### src/rtl/if_id_stage.sv
// Fetch stage and IF/ID pipeline register: owns the PC, drives a ready-handshake
// instruction port, handles stall and branch redirect. Optional IF_SKID_BUFFER_EN adds a one-entry skid.
module if_id_stage #(
    parameter logic [31:0] RESET_PC  = 32'h0000_0000,
    parameter logic [31:0] NOP_INSTR = 32'hE1A0_0000
) (
    input  logic        clk,
    input  logic        rst_n,
    output logic        imem_req,
    output logic [31:0] imem_addr,
    input  logic [31:0] imem_rdata,
    input  logic        imem_ready,
    input  logic        stall,
    input  logic        branch_taken,
    input  logic [31:0] branch_target,
    output logic [31:0] id_instruction,
    output logic [31:0] id_pc,
    output logic [31:0] id_pc_plus8,
    output logic        id_valid
);

    typedef enum logic [1:0] {BOOT, FETCH, DROP, SKID} state_t;

    state_t      state;
    logic [31:0] pc;
    logic [31:0] pc_inc;
    logic [31:0] redirect_pc;

`ifdef IF_SKID_BUFFER_EN
    logic [31:0] skid_instr;
    logic [31:0] skid_pc;
`endif

    assign pc_inc      = pc + 32'd4;
    assign redirect_pc = branch_target & ~32'h3;
    assign id_pc_plus8 = id_pc + 32'd8;

    // In FETCH imem_addr always equals pc; in DROP it holds the abandoned address while pc holds the target.
    always_ff @(posedge clk or negedge rst_n) begin
        if (!rst_n) begin
            state          <= BOOT;
            pc             <= RESET_PC;
            imem_req       <= 1'b0;
            imem_addr      <= RESET_PC;
            id_instruction <= NOP_INSTR;
            id_pc          <= 32'h0;
            id_valid       <= 1'b0;
`ifdef IF_SKID_BUFFER_EN
            skid_instr     <= NOP_INSTR;
            skid_pc        <= 32'h0;
`endif
        end else begin
            case (state)
                BOOT: begin
                    state     <= FETCH;
                    imem_req  <= 1'b1;
                    imem_addr <= pc;
                end
                FETCH: begin
                    if (branch_taken) begin
                        id_valid       <= 1'b0;
                        id_instruction <= NOP_INSTR;
                        pc             <= redirect_pc;
                        if (imem_ready)
                            imem_addr <= redirect_pc;
                        else
                            state <= DROP;
                    end else if (imem_ready && !stall) begin
                        id_instruction <= imem_rdata;
                        id_pc          <= pc;
                        id_valid       <= 1'b1;
                        pc             <= pc_inc;
                        imem_addr      <= pc_inc;
                    end else if (imem_ready && stall) begin
`ifdef IF_SKID_BUFFER_EN
                        skid_instr <= imem_rdata;
                        skid_pc    <= pc;
                        pc         <= pc_inc;
                        imem_addr  <= pc_inc;
                        imem_req   <= 1'b0;
                        state      <= SKID;
`endif
                    end else if (!imem_ready && !stall) begin
                        id_valid       <= 1'b0;
                        id_instruction <= NOP_INSTR;
                    end
                end
                DROP: begin
                    if (branch_taken)
                        pc <= redirect_pc;
                    if (imem_ready) begin
                        state     <= FETCH;
                        imem_addr <= branch_taken ? redirect_pc : pc;
                    end
                end
`ifdef IF_SKID_BUFFER_EN
                SKID: begin
                    if (branch_taken) begin
                        id_valid       <= 1'b0;
                        id_instruction <= NOP_INSTR;
                        pc             <= redirect_pc;
                        imem_addr      <= redirect_pc;
                        imem_req       <= 1'b1;
                        state          <= FETCH;
                    end else if (!stall) begin
                        id_instruction <= skid_instr;
                        id_pc          <= skid_pc;
                        id_valid       <= 1'b1;
                        imem_req       <= 1'b1;
                        state          <= FETCH;
                    end
                end
`endif
                default: begin
                    state    <= BOOT;
                    imem_req <= 1'b0;
                end
            endcase
        end
    end

endmodule

### config.mk
export PLATFORM = sky130hd
export DESIGN_NAME = if_id_stage
export DESIGN_NICKNAME = d
export VERILOG_FILES = /design/src/rtl/if_id_stage.sv
export SDC_FILE = /design/constraint.sdc
export NUM_CORES = 1
export LEC_CHECK = 0
export CORE_MARGIN = 2
export CORE_UTILIZATION = 45
export DETAILED_ROUTE_END_ITERATION = 7
export GPL_TIMING_DRIVEN = 0
export MAX_ROUTING_LAYER = met4
export PLACE_DENSITY = 0.82
export SYNTH_ARGS = -nofsm -noshare
export SYNTH_HDL_FRONTEND = slang
export SYNTH_SLANG_ARGS = --single-unit
export TNS_END_PERCENT = 20
### constraint.sdc
create_clock -name clk -period 1.97 [get_ports clk]
set_input_delay 0.394 -clock clk [delete_from_list [all_inputs] [get_ports clk]]
set_output_delay 0.394 -clock clk [all_outputs]
set_load 0.02 [all_outputs]
**Yosys cells after proc, flatten, opt, wreduce, memory -nomap -nowiden**

Cells that the tools add are included.

- Output and inout bits: 130
- Register bits: 132

- Bitwise gates (word level): 1
- Add/sub/neg operators: 2
- Reduce and logical (&&, ||, !) cells: 15
- Equality and inequality tests: 8
- Muxes and demuxes: 21

Operators with widths:

| kind | number |
|---|---|
| 2-to-1 mux 32 bit | 10 |
| case mux 32 bit (3 select lines) | 1 |
| case mux 32 bit (2 select lines) | 1 |
| adder 32 x 3 -> 32 bit, second input constant | 1 |
| adder 32 x 4 -> 32 bit, second input constant | 1 |
| != test 3 bit, second input constant | 3 |
| AND reduction 3 bit | 3 |
| 2-to-1 mux 2 bit | 3 |
| != test 2 bit, second input constant | 3 |
| case mux 2 bit (3 select lines) | 1 |
| nonzero test 3 bit | 2 |
| 2-to-1 mux 1 bit | 4 |
| AND reduction 4 bit | 1 |
| logical AND 1 bit | 3 |
| equality test 2 x 1 -> 1 bit, second input constant | 1 |
| equality test 2 bit, second input constant | 1 |
| zero test 1 bit | 2 |
| zero test 2 bit | 1 |
| case mux 1 bit (2 select lines) | 1 |
| AND reduction 2 bit | 1 |
| nonzero test 2 bit | 1 |
| OR reduction 2 bit | 1 |
| inverter 1 bit | 1 |

**Depth between registers and ports, before layout**

Gate-level depths: netlist of run 1.

- Depth in word-level cells: 6
- Mapped depth: 10
- Mapped depth without buffers: 7

**Least setup slack after synthesis of run 1**

No wires, ideal clock.

- Kind: register to output
- From: reg id_pc[4]
- To: out id_pc_plus8[31]
- Arrival: 2084 ps
- Cell stages (with the launch flop): 7
- Required time: 1576 ps
- Setup slack: -508 ps
- Buffers on the path: 0
- Cell sequence: dfrtp_1 -> ha_1 -> nand3_1 -> nor4_2 -> nand4_1 -> nor3_1 -> xor2_1

- Word-level cells in the longest chain between the ends: 1

RTL lines:

| element | line | source |
|---|---|---|
| start: declaration | 17 | `output logic [31:0] id_pc,` |
| start signal: assignment | 70 | `id_pc <= pc;` |
| adder 32 x 4 -> 32 bit | 36 | `assign id_pc_plus8 = id_pc + 32'd8;` |
| end: declaration | 18 | `output logic [31:0] id_pc_plus8,` |

No other way between the ends.

**Worst setup path after layout of run 1**

- From: reg id_pc[3]
- To: out id_pc_plus8[26]

Same word-level chain as after synthesis.

==> results summary, run 1 <==
The finished cells cover around 0.013 sq mm. Of the cells placed in the final design, the portion with a size suffix greater than 1 is 0.299. The initial antenna violation count is 0. The max-slew violation total from the final report came out at 0. The routability congestion estimate is 1.03.

After the first detailed-routing iteration, the DRC count stood at 1077. The critical path in this run is classified as flop to output pin. In this run the worst path has a maximum fanout of 3. Summing all flip-flop and latch instances after layout gives 0.00333 sq mm. TritonCTS built the clock tree. The clock latency on the worst-skew pair is 440 ps. The final route contains about 9300 vias. The net count reported at finish is around 1300. The area of the multi-input gates is 0.00488 sq mm. The achievable clock frequency came out at 0.368 GHz.

The floorplan die area is 0.0186 sq mm. Of all flip-flops after synthesis, the portion carrying an async set or reset was 1.00. The count of fill cells added during filler insertion came out at 1223. The largest net degree at the start of global routing is 69. The clock-pin slew of the registers on the worst-case setup and hold paths came out at about 70 ps. Of the post-synthesis cell area, the dominant cell type holds 0.399. The instance count after placement with tap cells included came out at ~1300. The clock arrives with just under 10 ps of skew. The number of buffers between clock root and the deepest sink is 2. Among all flip-flop cells after synthesis, the most frequent one is dfrtp_1. The number of buffers inserted by port buffering came out at ~200.

The width of the chip came out at about 140 um. TritonCTS created 17 clock buffers. Ranked by instance count, the synthesized netlist is headed by nand2_1, dfrtp_1, nor2_1.

After detailed routing, the met2 layer carries 17500 um of wire. At the end of the flow the core is filled with cells to 0.728. The wire length of the first global-routing pass came out at 51700 um. The routed design could run at a clock period as short as 2720 ps. The I/O pin total came out at between 150 and 200. The reg-to-reg startpoint is pc[7]. After detailed routing, no signal wire sits above met4. The area of the core is 0.0172 sq mm. The worst setup path is captured at an output pin. Max-cap violations in this run came to 0. The total negative slack is -13290 ps. The synthesized design spends more area on one cell type than any other, namely dfrtp_1. Among all cell types in the netlist, the one instantiated most often is nand2_1. The detailed-routed wire length on met3 is 4200 um.

The headroom to the max-slew limit is 0.473. For the pin with the worst max-slew slack, the measured transition is 791 ps. In the finished design, the share of the clock period the worst path needs comes to 1.38. The worst ir drop on vdd came out at around 0.98 mV. For this design, the sink count on the clock tree is 132. The total inserted antenna cells is 0.

The H-tree depth is 4. Summing every instance area after synthesis gives 0.00790 sq mm. Ranked by total cell area, the synthesized netlist is headed by dfrtp_1, nand2_1, o21ai_0, nor2_1, a21oi_1. The number of different library cells in the post-synthesis netlist is 71. Setup slack on the worst reg-to-reg path comes out at -160 ps.

The logic depth of the worst register-to-register path is 6. The pre-CTS setup slack came out at -1280 ps. The share of synthesized area occupied by flip-flops and latches is 0.419.

The final reports fail on hold timing, setup timing. The overall power after layout came out at approximately 23 mW. The synthesized net count is 997. The worst hold slack across all endpoints came out at -29.3 ps.

After detailed routing, the average wire length per cell comes to 25.5 um. The flow ran to the end, but the final reports show violations. The total leakage power came out at between 5 and 6 nW. The number of DRC violations after detailed routing is 0.

The data arrival time of the critical path came out at 2320 ps. Setup repair after global routing could not meet its margin everywhere. The starting utilization of the core area is 0.458.

The half-perimeter wire length of the detailed placement result is 23800 um. Setup violations remaining at the end of the flow were counted as 38. The synthesis warning total came out at 0.

The final cell count without fillers came out at 1461. The via count of the first global-routing pass was between 8000 and 9000. The number of enable flip-flop cells after synthesis is 0. A synthesized cell averages around 8.6 sq um. The number of iterations in the first detailed-routing pass came out at 6. The area growth from synthesis to layout is 59.0%. The count of antenna-violating nets left after detailed routing is 0. The total congestion overflow is 0. The number of cell rows came out at 48. Summed over all layers, the routed wires come to 37200 um. Synthesis produced 922 cells.

The cell at the root of the clock tree is clkbuf_16. After layout, the worst setup slack is -748 ps. The ratio of routed vias to standard cells came out at 6.38. The length of routed wiring on met1 is 13600 um. The worst hold-check path type is input port to async pin. The endpoint of the worst-slack reg-to-reg timing path is pc[25].

The power density over the cells came out at about 1800 mW/mm^2. The global-route total usage across every layer is 0.391. The total of flip-flops plus latches after synthesis came out at 132. The worst setup path is launched from a flop. The final hold violation count is 64.

In this run the cell area measured after placement is 0.0102 sq mm. The floorplan die height came out at 136 um. At the worst endpoint, the required time is approximately 1600 ps.
-- power by group --
part	total (mW)	switching, mW	leakage [nW]	internal, mW
Sequential	5.15	1.23	1.62	3.92
Combinational	14.3	8.34	3.67	5.95
Clock	3.45	1.42	0.304	2.03
Total	22.9	11.0	5.59	11.9
-- registers in the layout, indices dropped and copies added, names as in the netlist --
| signal | cells |
|---|---|
| imem_addr | 32 |
| state | 2 |
| imem_req | 1 |
| id_instruction | 32 |
| id_pc | 32 |
| pc | 32 |
| id_valid | 1 |
-- cells in the final DEF, fill, tap and decap left out, types with 11 or more instances in the layout --
cell               n
clkdlybuf4s50_1  141
mux2i_1           12
dfrtp_1          108
nand2_1          142
inv_1             20
a22o_1            27
dfrtp_2           18
o21ai_0           51
a21oi_1           46
nand3_1           29
nor2_4            13
dlymetal6s2s_1    19
clkbuf_4          11
buf_4            112
mux2_2            13
nand4_1           27
clkbuf_16         20
nor3_1            15
a31oi_1           16
nor2_1            53
buf_6             33
o211ai_1          14
-- cells by family after synthesis --
kind of cell               Yosys count  synth area share
AOI/OAI and AO/OA                  255             0.217
xor gates and xnor gates            30            0.0333
DFF                                132             0.419
and+or+nand+nor                    370             0.229
buffers and inverters              101            0.0540
adders and majority gates            6           0.00951
muxes                               28            0.0379
-- routing by layer --
metal  up-vias  track usage
li1       3952            -
met1      4498        0.479
met2       709        0.601
met3       166       0.0895
met4         0        0.208
met5         -            -
-- cell type report --
| class | instances | share of cell area |
|---|---|---|
| Buffer | 74 | 0.0517 |
| Sequential cell | 132 | 0.266 |
| Clock buffer | 17 | 0.0339 |
| Inverter | 23 | 0.00728 |
| Multi-Input combinational cell | 690 | 0.389 |
| Tap cell | 225 | 0.0224 |
| Clock inverter | 15 | 0.0157 |
| Timing Repair Buffer | 285 | 0.215 |
-- repair_timing --
item,in CTS,in global routing
pin swaps,31,37
setup endpoints to repair,163,173
setup buffers,50,40
resized for setup,320,154
hold buffers,0,0
cloned,0,1
endpoints found under the hold margin,0,0
-- how the worst max path moves through the flow --
stage            startpoint              end  slack, ps  depth (start not counted)
2_1_floorplan      id_pc[7]  id_pc_plus8[29]       -190                          5
3_3_place_gp          rst_n         id_pc[8]      -5440                          1
3_5_place_dp   branch_taken     imem_addr[5]      -1280                          7
4_1_cts            id_pc[3]  id_pc_plus8[31]       -740                          8
5_1_grt            id_pc[3]  id_pc_plus8[26]       -800                          9
6_report           id_pc[3]  id_pc_plus8[26]       -750                          9
-- worst max-delay path, cell delays in order, from the launching register on --
cell and delay [ps]:
dfrtp_2 440, buf_6 110, nand4_1 120, buf_4 170, nor4_4 250, nand4_1 200
buf_6 190, nor2_4 120, xor2_2 150, buf_6 140
Note: power is estimated with default switching activity, not from simulation.
==> run 2, diff against run 1 <==
--- a/config.mk
+++ b/config.mk
@@ -8,9 +8,10 @@
 export CORE_MARGIN = 2
 export CORE_UTILIZATION = 45
 export DETAILED_ROUTE_END_ITERATION = 7
-export GPL_TIMING_DRIVEN = 0
 export MAX_ROUTING_LAYER = met4
 export PLACE_DENSITY = 0.82
+export SKIP_CTS_REPAIR_TIMING = 1
+export SLEW_MARGIN = 5
 export SYNTH_ARGS = -nofsm -noshare
 export SYNTH_HDL_FRONTEND = slang
 export SYNTH_SLANG_ARGS = --single-unit
==> run 2 against run 1 <==
  * The run ends with setup timing left
  * Critical path depth unchanged
  * Sequential power is 5.8% lower
  * Combinational power shrank 8%
  * Register-to-register slack gained 110 ps
  * Via count fell by 4.4%
  * Worst setup slack lost 200 ps
  * Cell count up 1.6%
  * Count of clock-buffer cells in the layout is 2 higher
  * First-iteration DRC count down 7.6%
  * Hold slack better by 480 ps
  * Cell area is 2.1% lower
  * Largest cell class unchanged
  * Largest power group unchanged
==> results summary, run 2 (synthesis gave the netlist of run 1 again) <==
The floorplan die height is 136 um (unchanged). The ratio of routed vias to standard cells is 6.00 (-5.9%). The transition at the pin with the smallest max-transition slack came out at 622 ps (-169 ps). The clock-pin slew of the registers on the worst-case setup and hold paths came out at 60 ps (about the same). The total CTS buffers came out at 17 (unchanged).

The number of cell rows is 48 (unchanged). The worst setup skew after layout came to 11.0 ps (+1.37 ps). The number of DRC markers in iteration 0 came out at 995 (-7.6%). The run finished, with violations left.

The critical path start-end classification is flop to output pin. The clock period minus worst slack came out at 2920 ps (+200 ps). The via count of the first global-routing pass is 8372 (-3.5%).

The reg-to-reg startpoint is pc[2]. The floorplan die area came to 0.0186 sq mm (unchanged). The highest net fanout along the worst path is 3 (unchanged). The slack of the worst reg-to-reg path came out at -50 ps (+110 ps). The worst hold-check path type is input port to async pin. The tree is rooted in a clkbuf_16. The headroom to the max-slew limit is 0.585 (+0.112). The initial antenna violation count came out at 0 (unchanged). The data required time at the worst endpoint came out at 1580 ps (about the same). The half-perimeter wire length of the detailed placement result came to 21700 um (-8.6%). The number of buffers between clock root and the deepest sink came to 2 (unchanged). The share of the cycle needed by the critical path after routing is 1.48 (+0.101). The number of DRC violations after detailed routing came out at 0 (unchanged).

The power density over the cells came out at 1730 mW/mm^2 (-5.2%). The final worst-path setup slack came to -948 ps (-200 ps). The number of iterations in the first detailed-routing pass is 6 (unchanged). The sink count of the clock tree is 132 (unchanged). The width of the chip is 136 um (unchanged).

The total inserted antenna cells is 0 (unchanged). The number of buffers inserted by port buffering came to 196 (unchanged). The final standard cell utilization of the core came to 0.713 (-0.0150). The data arrival time of the critical path is 2520 ps (+200 ps).

In the layout the commonest cells are buf_4, nand2_1, clkdlybuf4s50_1. The routability congestion estimate is 0.971 (-6.1%). The final non-filler cell area came out at 0.0123 sq mm (-2.1%). The worst hold slack across all endpoints came out at 453 ps (+482 ps). The total leakage power is 5.59 nW (about the same). The largest net degree at the start of global routing came to 46 (-33%). The most common cell after layout, fill and taps aside is buf_4. The clock latency on the worst-skew pair was 430 ps (about the same).

Setup repair after global routing could not meet its margin everywhere. The final hold violation count came out at 0 (-100%). The wire length of the first global-routing pass came out at 45200 um (-13%). The final cell count without fillers came to 1485 (+1.6%). The endpoint class of the critical path is an output pin. The relative area change from synthesis to final layout came out at 55.7%. The worst ir drop on vdd is 1.52 mV (+54%). The achievable clock frequency is 0.343 GHz (-6.8%).

The global-route total usage across every layer is 0.328 (-0.0624). The post-placement cell area came to 0.0113 sq mm (+10%). The count of fill cells added during filler insertion is 1258 (+2.9%). In this run the critical register-to-register path is captured at pc[25]. The instance count after placement with tap cells included came out at 1439 (+7.1%). The starting utilization of the core area came to 0.458 (unchanged). The total congestion overflow came out at 0 (unchanged). The average wire per standard cell is 21.0 um (-18%). The net count reported at finish is 1322 (+1.8%). The I/O pin total was 199 (unchanged).

The logic depth of the worst register-to-register path is 6 (unchanged). The final wirelength came out at 31200 um (-16%). The share of layout cells above drive strength 1 is 0.272 (-0.0271). The checks that failed: setup timing. The area of the multi-input gates is 0.00450 sq mm (-7.7%).

The count of antenna-violating nets left after detailed routing came out at 0 (unchanged). The H-tree depth is 4 (unchanged). The area of the core is 0.0172 sq mm (unchanged). The area taken by flip-flops and latches was 0.00333 sq mm (-0.15%). The max-slew violation total from the final report is 0 (unchanged). The worst setup path is launched from a flop. The count of endpoints failing setup in the final report is 29 (-24%). The detailed-route via count came out at 8915 (-4.4%).

TritonCTS built the clock tree. The max-capacitance violation count is 0 (unchanged). The pre-CTS setup slack came to -678 ps (+599 ps).
run 2: cell count changes in the layout (fill, tap and decap cells not counted), moves of 6 or more:
cell and change:
buf_2 -7, buf_4 +72, buf_6 -12, clkbuf_2 -7
clkbuf_4 -11, dlymetal6s2s_1 +6, nor2_1 +9, o21ai_0 +8
o21ai_1 -6
run 2: where the power goes:
group          leakage (nW)  total (mW)  internal (mW)  switching (mW)
clock                 0.286        3.22           1.92            1.31
sequential             1.62        4.85           3.92           0.933
combinational          3.68        13.2           5.75            7.43
total                  5.59        21.3           11.6            9.67
run 2: routing by layer:
metal,routed length [um],part of all wire,global-route usage,vias to the layer above
met1,11900,0.38,0.413,4265
met2,14700,0.47,0.503,563
met3,3470,0.11,0.0839,96
li1,-,-,-,3991
met4,1140,0.036,0.141,0
met5,0,0,-,-
run 2: how the worst max path moves through the flow:
stage	to	from	slack (ps)
CTS	id_pc_plus8[29]	id_pc[9]	-1190
detailed placement	id_pc_plus8[29]	id_pc[7]	-680
global route	id_pc_plus8[31]	id_pc[9]	-1000
floorplan	id_pc_plus8[29]	id_pc[7]	-190
global placement	id_pc_plus8[25]	id_pc[7]	-630
finish	id_pc_plus8[31]	id_pc[9]	-950
run 2: per-stage QoR:
stage	TNS (ps)	power, mW
6_report	-11750	21.3
3_5_place_dp	-25580	17.3
4_1_cts	-24600	20.6
5_1_grt	-14280	22.4
2_1_floorplan	-1660	11.1
3_3_place_gp	-23040	17.0
run 2: layout make-up:
| type | instances | share of cell area |
|---|---|---|
| inverter | 23 | 0.00702 |
| clock buffer | 19 | 0.0360 |
| clock inverter | 13 | 0.0121 |
| tap | 225 | 0.0229 |
| multi-input combinational | 689 | 0.366 |
| timing repair buffer | 384 | 0.285 |
| sequential | 132 | 0.271 |
run 2: worst max-delay path: stages (launching register included):
cell     delay, ps
dfrtp_2        390
nand4_1        190
buf_4          210
nor4_4         260
nand4_1        210
buf_4          200
buf_6          110
nor3_4         220
xor2_2         160
buf_6          130
